`src/rtl/id_stage.sv`:
```
// MIPS decode stage: decodes IF/ID, resolves branch/jump redirects, selects forwarded operands
// and registers the result into ID/EX with bubble-on-stall and flush-on-exception/eret.
module id_stage #(
    parameter logic [4:0] EXC_RI   = 5'd10,
    parameter logic [4:0] EXC_NONE = 5'd31
) (
    input  logic        clk,
    input  logic        reset,
    input  logic        Stall,
    input  logic        ErrSignal,
    input  logic        eretEn,
    input  logic [31:0] PC_D,
    input  logic [31:0] PC_4_D,
    input  logic [31:0] Instr_D,
    input  logic        Err_D,
    input  logic [4:0]  ErrStat_D,
    output logic [4:0]  rs_addr,
    output logic [4:0]  rt_addr,
    input  logic [31:0] grf_rd1,
    input  logic [31:0] grf_rd2,
    input  logic [1:0]  fwd_rs,
    input  logic [1:0]  fwd_rt,
    input  logic [31:0] fwd_E,
    input  logic [31:0] fwd_M,
    output logic        branch,
    output logic        jump,
    output logic [31:0] branch_addr32,
    output logic [31:0] jump_addr32,
    output logic [31:0] PC_E,
    output logic [31:0] PC_4_E,
    output logic [31:0] Instr_E,
    output logic [31:0] RS_E,
    output logic [31:0] RT_E,
    output logic [31:0] EXT_E,
    output logic        Err_E,
    output logic [4:0]  ErrStat_E,
    output logic        BD_E
);

    localparam logic [5:0] OP_SPECIAL = 6'h00;
    localparam logic [5:0] OP_J       = 6'h02;
    localparam logic [5:0] OP_JAL     = 6'h03;
    localparam logic [5:0] OP_BEQ     = 6'h04;
    localparam logic [5:0] OP_BNE     = 6'h05;
    localparam logic [5:0] OP_ORI     = 6'h0d;
    localparam logic [5:0] OP_LUI     = 6'h0f;
    localparam logic [5:0] OP_COP0    = 6'h10;
    localparam logic [5:0] OP_LW      = 6'h23;
    localparam logic [5:0] OP_SW      = 6'h2b;

    localparam logic [5:0] FN_JR      = 6'h08;
    localparam logic [5:0] FN_ADDU    = 6'h21;
    localparam logic [5:0] FN_SUBU    = 6'h23;

    localparam logic [4:0] C0_MF      = 5'h00;
    localparam logic [4:0] C0_MT      = 5'h04;
    localparam logic [31:0] ERET_WORD = 32'h4200_0018;

    logic [5:0]  opcode;
    logic [5:0]  funct;
    logic [4:0]  rs_field;
    logic [15:0] imm16;

    assign opcode   = Instr_D[31:26];
    assign funct    = Instr_D[5:0];
    assign rs_field = Instr_D[25:21];
    assign imm16    = Instr_D[15:0];

    assign rs_addr  = Instr_D[25:21];
    assign rt_addr  = Instr_D[20:16];

    logic is_addu, is_subu, is_jr, is_nop;
    logic is_ori, is_lui, is_lw, is_sw;
    logic is_beq, is_bne, is_j, is_jal;
    logic is_mfc0, is_mtc0, is_eret;
    logic reserved;
    logic is_jb;

    assign is_nop  = (Instr_D == 32'd0);
    assign is_addu = (opcode == OP_SPECIAL) && (funct == FN_ADDU);
    assign is_subu = (opcode == OP_SPECIAL) && (funct == FN_SUBU);
    assign is_jr   = (opcode == OP_SPECIAL) && (funct == FN_JR);
    assign is_ori  = (opcode == OP_ORI);
    assign is_lui  = (opcode == OP_LUI);
    assign is_lw   = (opcode == OP_LW);
    assign is_sw   = (opcode == OP_SW);
    assign is_beq  = (opcode == OP_BEQ);
    assign is_bne  = (opcode == OP_BNE);
    assign is_j    = (opcode == OP_J);
    assign is_jal  = (opcode == OP_JAL);
    assign is_mfc0 = (opcode == OP_COP0) && (rs_field == C0_MF);
    assign is_mtc0 = (opcode == OP_COP0) && (rs_field == C0_MT);
    assign is_eret = (Instr_D == ERET_WORD);

    assign reserved = ~(is_nop | is_addu | is_subu | is_jr | is_ori | is_lui |
                        is_lw | is_sw | is_beq | is_bne | is_j | is_jal |
                        is_mfc0 | is_mtc0 | is_eret);

    assign is_jb = is_beq | is_bne | is_j | is_jal | is_jr;

    logic [31:0] rs_val;
    logic [31:0] rt_val;

    always_comb begin
        rs_val = grf_rd1;
        case (fwd_rs)
            2'd1:    rs_val = fwd_E;
            2'd2:    rs_val = fwd_M;
            default: rs_val = grf_rd1;
        endcase
    end

    always_comb begin
        rt_val = grf_rd2;
        case (fwd_rt)
            2'd1:    rt_val = fwd_E;
            2'd2:    rt_val = fwd_M;
            default: rt_val = grf_rd2;
        endcase
    end

    logic [31:0] ext_val;

    always_comb begin
        ext_val = 32'd0;
        if (is_ori)
            ext_val = {16'd0, imm16};
        else if (is_lui)
            ext_val = {imm16, 16'd0};
        else if (is_lw || is_sw || is_beq || is_bne)
            ext_val = {{16{imm16[15]}}, imm16};
    end

    // A held, faulting or flushed instruction must not steer fetch.
    logic redirect_ok;
    logic branch_taken;

    assign redirect_ok   = ~(Stall | Err_D | ErrSignal | eretEn);
    assign branch_taken  = (is_beq && (rs_val == rt_val)) || (is_bne && (rs_val != rt_val));
    assign branch        = redirect_ok & branch_taken;
    assign jump          = redirect_ok & (is_j | is_jal | is_jr);
    assign branch_addr32 = PC_4_D + {{14{imm16[15]}}, imm16, 2'b00};
    assign jump_addr32   = is_jr ? rs_val : {PC_4_D[31:28], Instr_D[25:0], 2'b00};

    logic        dec_err;
    logic [4:0]  dec_stat;
    logic [31:0] dec_instr;

    always_comb begin
        dec_err   = 1'b0;
        dec_stat  = EXC_NONE;
        dec_instr = Instr_D;
        if (Err_D) begin
            dec_err   = 1'b1;
            dec_stat  = ErrStat_D;
            dec_instr = 32'd0;
        end else if (reserved) begin
            dec_err   = 1'b1;
            dec_stat  = EXC_RI;
            dec_instr = 32'd0;
        end
    end

    logic prev_jb;

    always_ff @(posedge clk) begin
        if (reset || ErrSignal || eretEn) begin
            PC_E      <= 32'd0;
            PC_4_E    <= 32'd0;
            Instr_E   <= 32'd0;
            RS_E      <= 32'd0;
            RT_E      <= 32'd0;
            EXT_E     <= 32'd0;
            Err_E     <= 1'b0;
            ErrStat_E <= EXC_NONE;
            BD_E      <= 1'b0;
            prev_jb   <= 1'b0;
        end else if (Stall) begin
            // Bubble keeps PC and BD so an exception on it reports a valid EPC.
            PC_E      <= PC_D;
            PC_4_E    <= PC_4_D;
            Instr_E   <= 32'd0;
            RS_E      <= 32'd0;
            RT_E      <= 32'd0;
            EXT_E     <= 32'd0;
            Err_E     <= 1'b0;
            ErrStat_E <= EXC_NONE;
            BD_E      <= prev_jb;
        end else begin
            PC_E      <= PC_D;
            PC_4_E    <= PC_4_D;
            Instr_E   <= dec_instr;
            RS_E      <= rs_val;
            RT_E      <= rt_val;
            EXT_E     <= ext_val;
            Err_E     <= dec_err;
            ErrStat_E <= dec_stat;
            BD_E      <= prev_jb;
            prev_jb   <= is_jb;
        end
    end

endmodule

```
`config.mk`:
```
export PLATFORM = sky130hd
export DESIGN_NAME = id_stage
export DESIGN_NICKNAME = d
export VERILOG_FILES = /design/src/rtl/id_stage.sv
export SDC_FILE = /design/constraint.sdc
export NUM_CORES = 1
export LEC_CHECK = 0
export ABC_AREA = 1
export CAP_MARGIN = 20
export CELL_PAD_IN_SITES_DETAIL_PLACEMENT = 1
export CELL_PAD_IN_SITES_GLOBAL_PLACEMENT = 1
export CORE_MARGIN = 3
export CORE_UTILIZATION = 27
export CTS_CLUSTER_DIAMETER = 200
export CTS_CLUSTER_SIZE = 16
export DETAILED_ROUTE_END_ITERATION = 7
export PLACE_DENSITY_LB_ADDON = 0.1
export RECOVER_POWER = 25
export SYNTH_ARGS = -nofsm -noshare
export SYNTH_HDL_FRONTEND = slang
export SYNTH_SLANG_ARGS = --single-unit
```
`constraint.sdc`:
```
create_clock -name clk -period 2.5 [get_ports clk]
set_input_delay 0.25 -clock clk [delete_from_list [all_inputs] [get_ports clk]]
set_output_delay 0.25 -clock clk [all_outputs]
set_load 0.03 [all_outputs]
```
==> reports/summary.md, run 1 <==
- **result of the run** finished clean
- **fraction of layout instances using a drive strength above 1** 0.250
- **final hold violations** 0
- **worst path bufs/invs** 4
- **cell taking the most area after synthesis** sky130_fd_sc_hd__dfxtp_1
- **most frequent cells after synthesis** sky130_fd_sc_hd__nand2_1 (389), sky130_fd_sc_hd__dfxtp_1 (200), sky130_fd_sc_hd__nor2_1 (191), sky130_fd_sc_hd__inv_1 (151), sky130_fd_sc_hd__nand3_1 (110)
- **overall via count from detail_route** 12200
- **average cell area after synthesis** 6.89 sq um
- **clock transition at the registers of the reported paths** 0.07 ns
- **DRC errors left** 0
- **startpoint-to-endpoint class of the critical path** input pin to output port
- **accumulated negative setup slack** 0 ns
- **register area share after synthesis** 0.404
- **overflow left after global routing** 0
- **GRT Total Usage** 0.262
- **Primary FF master, synth** sky130_fd_sc_hd__dfxtp_1
- **Hold-fix buffers, CTS** 0
- **Hold Path Cell Cnt** 3
- **worst-case clock skew** 0.000581 ns
- **unrepaired setup endpoints after global routing** true
- **post-synth net total** 1712
- **type of element launching the critical path** input pin
- **level count of the clock H-tree** 4
- **total power density per cell area** 508 mW/mm^2
- **routed len/inst** 20.4 um
- **pin count of the biggest net entering global routing** 66
- **pre-CTS setup slack** -0.711 ns
- **dominant delay contributor by cell family on the critical path** adder cells
- **Skew-Pair Late Insertion Delay** 0.46 ns
- **cell types with the largest area share after synthesis** sky130_fd_sc_hd__dfxtp_1 (40%), sky130_fd_sc_hd__nand2_1 (15%), sky130_fd_sc_hd__nor2_1 (7.2%)
- **combined area of all synthesized cells** 0.00991 sq mm
- **fmax** 0.405 GHz
- **cell with the most instances on the worst path** sky130_fd_sc_hd__nand2_2
- **clock tree from TritonCTS** yes
- **minimum clock period after layout** 2.47 ns
- **number of slew-limit violations in the final report** 0
- **final design area excluding fillers** 0.0189 sq mm
- **CP Capture Type** output port
- **width of the chip** 198 um
- **fraction of registers with async set or reset after synthesis** 0
- **path length in cells of the critical path** 15
- **cell at the root of the clock tree** sky130_fd_sc_hd__clkbuf_16
- **detailed router's first-iteration violation count** 474
- **first-pass detailed-route iteration total** 4
- **highest ir drop seen on vdd** 0.481 mV
- **starting density of the core** 0.276
- **average vias per placed instance** 4.65
- **dominant cell by count in the synthesized netlist** sky130_fd_sc_hd__nand2_1
- **Core Box Area** 0.0359 sq mm
- **Sinks on Clock Net** 200
- **WL final** 53500 um
- **via count of the first global-routing pass** 13100
- **Placed Area** 0.0173 sq mm
- **Die Outline Area** 0.0391 sq mm
- **Syn-to-layout area delta** 91.1%
- **top-area cell type share of the netlist area** 0.404
- **Data arrival, critical path** 2.22 ns
- **Final Wtd Congestion** 0.872
- **final critical-path setup slack** 0.0285 ns
- **Register-to-Register Path Depth** 4
- **boundary pin count** 514
- **static leakage** 8.59 nW
- **share of the cycle needed by the critical path after routing** 0.989
- **Syn Inst Count** 1439
- **delay contributed by the slowest stage of the critical path** 0.37 ns
- **number of flops mapped to enable cells by yosys** 0
- **HPWL after detailed placement** 42200 um
- **number of maximum-capacitance constraint violations** 0
- **CP max FO** 3
- **CP Data Required Time** 2.25 ns
- **unique cell type count in the Yosys netlist** 46
- **FF+latch count, synth** 200
- **die height** 198 um
- **number of buffers created by CTS** 17
- **Slew headroom** 0.0540
- **Cell Chain, Critical Path** buf_2, ha_4, inv_2, fa_2, o21ai_4, a21oi_4, o21bai_1, buf_4, nand3_2, nand2_2, nand2_2, nand2_1, nand2_1, nand2_2, buf_12
- **worst slew pin tran** 1.42 ns
- **setup violation total in the final timing report** 0
- **worst hold margin** 0.0370 ns
- **Max Buffers Root-to-Sink** 2
- **highest-delay cell along the critical path** sky130_fd_sc_hd__fa_2
- **Site Rows** 69
- **count of input and output buffers** 513
- **number of antenna violations at the first check in global routing** 2
- **number of nets with antenna violations after detailed routing** 0
- **global-route wire length before repair** 78100 um
- **class of the tightest hold or removal check** input pin to register
- **yosys warns** 0
- **number of nets in the layout** 2423
==> path summary, 6_finish.rpt <==
kind / start / endpoint / slack, ns
max: Instr_D[0] / branch_addr32[28] / 0.03
min: PC_4_D[2] / PC_4_E[2] / 0.04
max reg2reg: prev_jb / prev_jb / 1.74
min reg2reg: prev_jb / BD_E / 0.43
==> power by group <==
group	internal, mW	switching, mW
Clock	1.43	1.46
Combinational	1.68	1.81
Sequential	3.24	0.0166
==> per-layer routing <==
layer	GRT usage	routed length, um	up-vias
met1	0.302	21800	5846
met5	0	0	-
li1	-	-	5913
met4	0.0723	1270	0
met2	0.485	27300	381
met3	0.0607	3080	59
==> state kept, by name, indices dropped and copies added (netlist names) <==
| signal | cells |
|---|---|
| EXT_E | 32 |
| Instr_E | 32 |
| PC_4_E | 32 |
| PC_E | 32 |
| RS_E | 32 |
| RT_E | 32 |
| ErrStat_E | 5 |
| BD_E | 1 |
| Err_E | 1 |
| prev_jb | 1 |
==> cells by family (layout without fill, tap and decap cells) <==
logic type	Yosys count	after routing	share of synthesized area
AO/OA/AOI/OAI	123	123	0.0663
XOR/XNOR	32	32	0.0283
adder cells (fa/ha/maj)	34	34	0.0437
buffers and inverters	226	950	0.0955
flip-flops	200	200	0.404
other	0	1	0
AND/OR/NAND/NOR	824	824	0.362
==> stage by stage <==
stage	utilization	std cells	total power, mW
CTS	0.518	2613	9.56
floorplan	-	1439	4.68
global placement	0.480	2570	6.40
global route	0.528	2624	10.0
detailed placement	0.480	2570	6.46
finish	0.528	2625	9.63
==> placed cells by master, fill, tap and decap left out, types with 31 or more instances in the layout <==
cell type,count
sky130_fd_sc_hd__buf_12,38
sky130_fd_sc_hd__nand2_1,346
sky130_fd_sc_hd__or2_1,39
sky130_fd_sc_hd__ha_4,31
sky130_fd_sc_hd__inv_1,145
sky130_fd_sc_hd__buf_4,253
sky130_fd_sc_hd__nand2_2,40
sky130_fd_sc_hd__nor2_1,178
sky130_fd_sc_hd__a21oi_1,35
sky130_fd_sc_hd__clkdlybuf4s50_1,400
sky130_fd_sc_hd__o21ai_0,40
sky130_fd_sc_hd__dfxtp_1,200
sky130_fd_sc_hd__nand3_1,103
==> timing repair <==
item	CTS	global route
setup buffers	10	7
pin swaps	40	50
endpoints found under the setup margin	35	25
gates cloned	1	4
resized for setup	184	89
==> worst reg2reg max path, delay by kind of cell, from the launching register on <==
family | cells | cell delay, ns
buffers and inverters | 1 | 0.03
AND/OR/NAND/NOR | 2 | 0.20
flip-flops | 1 | 0.31
AO/OA/AOI/OAI | 1 | 0.15
==> final cells by class <==
class | count | area, sq um
antenna | 1 | 2.50
clock buffer | 18 | 429
clock inverter | 14 | 165
fill | 4389 | 17000
inverter | 162 | 618
multi-input combinational | 1013 | 5810
sequential | 200 | 4000
tap | 461 | 577
timing repair buffer | 756 | 7340
No activity file was read; power rests on OpenSTA's default activity.
==> run 2: changes to the inputs <==
--- a/config.mk
+++ b/config.mk
@@ -6,7 +6,6 @@
 export NUM_CORES = 1
 export LEC_CHECK = 0
 export ABC_AREA = 1
-export CAP_MARGIN = 20
 export CELL_PAD_IN_SITES_DETAIL_PLACEMENT = 1
 export CELL_PAD_IN_SITES_GLOBAL_PLACEMENT = 1
 export CORE_MARGIN = 3
==> results of run 2 <==
Same layout as run 1: the final DEF is identical, and so are final timing and power.
==> run 3: changes to the inputs <==
--- a/config.mk
+++ b/config.mk
@@ -8,12 +8,12 @@
 export ABC_AREA = 1
 export CELL_PAD_IN_SITES_DETAIL_PLACEMENT = 1
 export CELL_PAD_IN_SITES_GLOBAL_PLACEMENT = 1
-export CORE_MARGIN = 3
-export CORE_UTILIZATION = 27
+export CORE_AREA = 2 2 201 203
 export CTS_CLUSTER_DIAMETER = 200
 export CTS_CLUSTER_SIZE = 16
 export DETAILED_ROUTE_END_ITERATION = 7
-export PLACE_DENSITY_LB_ADDON = 0.1
+export DIE_AREA = 0 0 203 205
+export PLACE_DENSITY = 0.76
 export RECOVER_POWER = 25
 export SYNTH_ARGS = -nofsm -noshare
 export SYNTH_HDL_FRONTEND = slang
==> run 3 against run 2 <==
  * Non-clock buffer count up 28
  * Largest cell class unchanged
  * Clock skew shrank 0.00054 ns
  * Clock-buffer cell count did not move
  * Routed wire length grew 5.4%
  * Fmax is 0.82% higher
  * Critical path depth up 1
  * Sequential cell count did not move
  * Cell count up 3.6%
  * Core utilization is 3.2 points lower
  * Die area is 6.6% higher
  * Combinational power rose by 12%
  * Register-to-register slack about the same
==> reports/summary.md, run 3 (synthesis results as in run 1) <==
- **result of the run** finished clean
- **Skew-Pair Late Insertion Delay** 0.46 ns, about the same
- **CP Data Required Time** 2.25 ns, about the same
- **reg-to-reg critical path startpoint** prev_jb
- **overall via count from detail_route** 12600, +3.0%
- **class of the tightest hold or removal check** input pin to register
- **GRT Total Usage** 0.265, +0.00258
- **clock transition at the registers of the reported paths** 0.07 ns, about the same
- **die height** 205 um, +3.7%
- **detailed router's first-iteration violation count** 438, -7.6%
- **Finished Layout Cells** 2719, +3.6%
- **boundary pin count** 514, unchanged
- **Die Outline Area** 0.0416 sq mm, +6.6%
- **unrepaired setup endpoints after global routing** true
- **average vias per placed instance** 4.62, -0.53%
- **most frequent cells in the layout** sky130_fd_sc_hd__clkdlybuf4s50_1 (403), sky130_fd_sc_hd__nand2_1 (329), sky130_fd_sc_hd__buf_4 (264)
- **fraction of layout instances using a drive strength above 1** 0.272, +0.0228
- **WL final** 56400 um, +5.4%
- **pre-CTS setup slack** -0.516 ns, +0.195 ns
- **total power density per cell area** 515 mW/mm^2, +1.4%
- **area taken by multi-input logic gates** 0.00586 sq mm, +0.84%
- **most common cell after layout, fill and taps aside** sky130_fd_sc_hd__clkdlybuf4s50_1
- **width of the chip** 203 um, +2.7%
- **routed len/inst** 20.7 um, +1.8%
- **Sinks on Clock Net** 200, unchanged
- **clock tree from TritonCTS** yes
- **cell at the root of the clock tree** sky130_fd_sc_hd__clkbuf_16
- **accumulated negative setup slack** 0 ns, unchanged
- **number of nets with antenna violations after detailed routing** 0, unchanged
- **final critical-path setup slack** 0.0486 ns, +0.0201 ns
- **level count of the clock H-tree** 4, unchanged
- **cell count after placement** 2654, +3.3%
- **number of antenna violations at the first check in global routing** 4, +2
- **Site Rows** 73, +5.8%
- **CP Capture Type** output port
- **HP Start** PC_4_D[4]
- **global-route wire length before repair** 82200 um, +5.3%
- **Final Wtd Congestion** 0.917, +5.2%
- **minimum clock period after layout** 2.45 ns, -0.0201 ns
- **number of buffers created by CTS** 17, unchanged
- **share of the cycle needed by the critical path after routing** 0.981, -0.00805
- **number of nets in the layout** 2451, +1.2%
- **final design area excluding fillers** 0.0195 sq mm, +3.0%
- **CP max FO** 7, +4
- **Core Box Area** 0.0394 sq mm, +9.6%
- **setup violation total in the final timing report** 0, unchanged
- **worst hold margin** 0.0419 ns, +0.00497 ns
- **first-pass detailed-route iteration total** 5, +1
- **Max Buffers Root-to-Sink** 2, unchanged
- **Slew headroom** 0.0461, -0.00789
- **HPWL after detailed placement** 44500 um, +5.3%
- **count of input and output buffers** 513, unchanged
- **fmax** 0.408 GHz, +0.82%
- **area taken by flip-flops and latches** 0.00400 sq mm, unchanged
- **overflow left after global routing** 0, unchanged
- **worst slew pin tran** 1.43 ns, +0.0118 ns
- **worst-case clock skew** 0.0000435 ns, -0.000537 ns
- **count of filler cells inserted in the layout** 4651, +6.0%
- **highest ir drop seen on vdd** 0.481 mV, about the same
- **Placed Area** 0.0176 sq mm, +2.3%
- **Util after Layout** 0.496, -0.0320
- **starting density of the core** 0.252, -0.0242
- **static leakage** 8.78 nW, +2.2%
- **DRC errors left** 0, unchanged
- **via count of the first global-routing pass** 13600, +3.9%
- **number of maximum-capacitance constraint violations** 0, unchanged
- **startpoint-to-endpoint class of the critical path** input pin to output port
- **Syn-to-layout area delta** 96.8%
- **overall power after layout** 10.0 mW, +4.4%
- **pin count of the biggest net entering global routing** 66, unchanged
- **Data arrival, critical path** 2.20 ns, -0.02 ns
- **number of slew-limit violations in the final report** 0, unchanged
- **type of element launching the critical path** input pin
- **worst setup path startpoint** fwd_rs[1]
- **final hold violations** 0, unchanged
## run 3: routing by layer
| layer | track usage | up-vias | part of all wire |
|---|---|---|---|
| li1 | - | 5971 | - |
| met4 | 0.128 | 0 | 0.048 |
| met1 | 0.286 | 5918 | 0.37 |
| met3 | 0.0600 | 130 | 0.069 |
| met2 | 0.486 | 550 | 0.51 |
| met5 | 0 | - | 0 |
## run 3: where the power goes
group / total, mW / switching [mW] / internal [mW]
Combinational: 3.91 / 1.97 / 1.94
Clock: 2.88 / 1.45 / 1.43
Sequential: 3.25 / 0.0169 / 3.24
## run 3: path summary, 6_finish.rpt
path               endpoint  slack (ns)  cells after the start
hold reg to reg        BD_E        0.43                      2
setup reg to reg    prev_jb        1.74                      4
setup / recovery     branch        0.05                     16
hold / removal    PC_4_E[4]        0.04                      3
## run 3: area by class of cell
class                      instances  area share
multi-input combinational       1013       0.300
tap                              525      0.0337
sequential                       200       0.205
clock inverter                    14     0.00814
clock buffer                      18      0.0220
antenna                            3    0.000385
inverter                         162      0.0319
timing repair buffer             784       0.398
## run 3: repair_timing
item	4_1_cts	5_1_grt
resized for setup	222	91
cloned	5	2
pin swaps	56	59
buffers inserted	13	9
hold buffers	0	1
hold endpoints to repair	0	1
endpoints found under the setup margin	33	27
## run 3: worst max-delay path, cell delays in order
cell and delay, ns:
sky130_fd_sc_hd__buf_2 0.13, sky130_fd_sc_hd__ha_4 0.29, sky130_fd_sc_hd__inv_8 0.05, sky130_fd_sc_hd__bufbuf_16 0.27, sky130_fd_sc_hd__or2_4 0.26, sky130_fd_sc_hd__nand2_4 0.06
sky130_fd_sc_hd__nand2_2 0.05, sky130_fd_sc_hd__nand2_2 0.10, sky130_fd_sc_hd__nand2_1 0.06, sky130_fd_sc_hd__nor2_1 0.11, sky130_fd_sc_hd__nand2_1 0.08, sky130_fd_sc_hd__nor2_2 0.14
sky130_fd_sc_hd__nand3_1 0.08, sky130_fd_sc_hd__nand2_1 0.08, sky130_fd_sc_hd__nor2_2 0.04, sky130_fd_sc_hd__buf_6 0.14
==> RTL change (config.mk and constraints of run 3) <==
Put one more register stage on the output `Err_E`. The value now appears one clock later. The other outputs are not delayed to match.
--- a/src/rtl/id_stage.sv
+++ b/src/rtl/id_stage.sv
@@ -56,6 +56,8 @@
     localparam logic [4:0] C0_MT      = 5'h04;
     localparam logic [31:0] ERET_WORD = 32'h4200_0018;
 
+    logic Err_E_s0;
+
     logic [5:0]  opcode;
     logic [5:0]  funct;
     logic [4:0]  rs_field;
@@ -171,7 +173,7 @@
             RS_E      <= 32'd0;
             RT_E      <= 32'd0;
             EXT_E     <= 32'd0;
-            Err_E     <= 1'b0;
+            Err_E_s0  <= 1'b0;
             ErrStat_E <= EXC_NONE;
             BD_E      <= 1'b0;
             prev_jb   <= 1'b0;
@@ -183,7 +185,7 @@
             RS_E      <= 32'd0;
             RT_E      <= 32'd0;
             EXT_E     <= 32'd0;
-            Err_E     <= 1'b0;
+            Err_E_s0  <= 1'b0;
             ErrStat_E <= EXC_NONE;
             BD_E      <= prev_jb;
         end else begin
@@ -193,12 +195,16 @@
             RS_E      <= rs_val;
             RT_E      <= rt_val;
             EXT_E     <= ext_val;
-            Err_E     <= dec_err;
+            Err_E_s0  <= dec_err;
             ErrStat_E <= dec_stat;
             BD_E      <= prev_jb;
             prev_jb   <= is_jb;
         end
     end
 
+    always_ff @(posedge clk) begin
+        Err_E <= Err_E_s0;
+    end
+
 endmodule
 
Behaviour: not the same (a bounded check fails within 4 cycles, from zero or initial values).
==> RTL change against run 3 <==
The run now ends with negative setup slack left. Largest cell class unchanged. Core utilization down 0.40 points. Cell count down 0.18%. Setup slack worse by 54 ps. Area after synthesis up 0.20%. Design area down 0.81%. Highest routed layer is now met5. Synthesized cell count about the same. Die area unchanged. Worst hold slack worse by 17 ps. Total power down 4.1%. Global-route usage down 0.32 points. Routed wire length about the same. Sequential cell count up 1.
==> RTL change: results (changes against run 3) <==
Outcome
  – Outcome: finished, violations left
  – Failing checks: negative setup slack

Synthesis
  – Yosys warning count: 0 (unchanged)
  – Synth cell count leaders: nand2_1 (389), dfxtp_1 (201), nor2_1 (191)
  – Sequential share of the synthesized area: 40.50% (+0.12 points)
  – Top cells by area, synth: dfxtp_1 (41%), nand2_1 (15%), nor2_1 (7.2%)
  – Asr flop ratio synth: 0% (unchanged)
  – Post-synth EDFFs: 0 (unchanged)
  – Synth Net Count: 1713 (+0.058%)
  – Unique masters post-synth: 46 (unchanged)

GRT
  – Largest net degree at the start of global routing: 66 (unchanged)
  – Antenna violations before repair: 8 (+4)
  – Total GRT Usage: 26.13% (-0.32 points)
  – First-pass GRT wire length: 82.10 mm (-0.14%)
  – Vias in the first global route: 13.87k (+2.2%)

Timing
  – Final setup violation count: 1 (+1)
  – Slew headroom: 6.481% (+1.9 points)
  – Setup TNS: -5.300 ps (-5.300 ps)
  – Clock skew: 1.872 ps (+1.829 ps)
  – Final setup margin: -5.300 ps (-53.87 ps)

Critical path
  – Critical path fanouts, max: 56 (+49)
  – Worst EP arrival: 2260 ps (+60 ps)
  – Kind of cell adding the most delay to the critical path: buffers and inverters
  – CP max stage cell: dlygate4sd3_1
  – Largest stage delay, worst path: 590 ps (+300 ps)

Placed design
  – Placed Area: 17680 um^2 (+0.16%)
  – GP Congestion: 0.9304 (+1.4%)
  – Port-buffer cells: 513 (unchanged)
  – Post-DP HPWL: 44.18 mm (-0.62%)

Clock tree
  – CTS H-Tree Depth: 1 (-3)
  – Clock transition at path regs: 70 ps (about the same)
  – Longest Clk Path Bufs: 3 (+1)
  – Inserted Clock Buffers: 16 (-1)
  – Clock root cell: clkbuf_16
  – Clk_lat worst skew: 490 ps (+30 ps)

Detailed routing
  – Drt first pass iters: 4 (-1)
  – Final wirelength: 56.36 mm (about the same)
  – Starting DRT DRC Count: 492 (+12%)
  – Vias per cell: 4.704 (+1.8%)

Cells and area
  – Fraction of final layout cells sized beyond drive strength 1: 25.96% (-1.3 points)
  – Final #Nets: 2457 (+0.24%)

Power and ir drop
  – Leakage power: 8.790 nW (+0.14%)
  – Peak VDD IR: 0.4446 mV (-7.6%)

Hold path
  – Hold WC Path Type: input pin to flop
[RTL change: cell families after synthesis]
kind of cell,count (synthesis),synth area share (%)
buffers and inverters,226,9.534
adder cells (fa/ha/maj),34,4.358
flip-flops,201,40.50
XOR/XNOR,32,2.821
AO/OA/AOI/OAI,123,6.612
AND/OR/NAND/NOR,824,36.17
[RTL change: timing repair]
| action | in CTS | in global routing |
|---|---|---|
| resized for setup | 212 | 62 |
| pin swaps | 59 | 51 |
| gates cloned | 7 | 0 |
| setup buffers | 20 | 8 |
| endpoints found under the setup margin | 34 | 20 |
[RTL change: per-stage QoR]
stage	worst slack, ps	instances
after detailed placement	-693.5	2656
final	-5.300	2714
after global placement	-654.0	2656
after global routing	-132.6	2711
after floorplan	99.64	1440
after CTS	-28.60	2701
[RTL change: power by group]
part           total (W)  switching, W  internal (W)
combinational    0.00394       0.00197       0.00197
clock            0.00242       0.00121       0.00121
sequential       0.00327     0.0000173       0.00325
[RTL change: cell type report]
type / instances / area [um^2]
inverter: 162 / 623.1
clock inverter: 1 / 8.758
timing repair buffer: 790 / 7809
tap: 525 / 656.9
multi-input combinational: 1013 / 5793
sequential: 201 / 4024
antenna: 5 / 12.51
fill: 4742 / 20010
clock buffer: 17 / 425.4
[RTL change: per-layer routing]
metal | up-vias | GRT usage, % | share of wire (%)
li1 | 5979 | - | -
met1 | 6080 | 27.66 | 37
met2 | 557 | 48.79 | 51
met3 | 150 | 5.950 | 7.0
met4 | 2 | 12.57 | 5.2
met5 | - | 0 | 0.023
[RTL change: path summary, 6_finish.rpt]
path | startpoint | endpoint | cells after the start | slack [ps]
hold / removal | PC_4_D[5] | PC_4_E[5]$_SDFF_PP0_ | 3 | 30
hold reg to reg | Err_E_s0$_SDFF_PP0_ | Err_E$_DFF_P_ | 0 | 340
setup reg to reg | prev_jb$_SDFFE_PP0N_ | prev_jb$_SDFFE_PP0N_ | 4 | 1750
setup / recovery | Instr_D[31] | jump_addr32[18] | 8 | -5
[RTL change: tightest hold or removal path: cells and delay by family]
kind / cells / cell delay, ps
simple gates: 1 / 40
buf+inv: 2 / 180
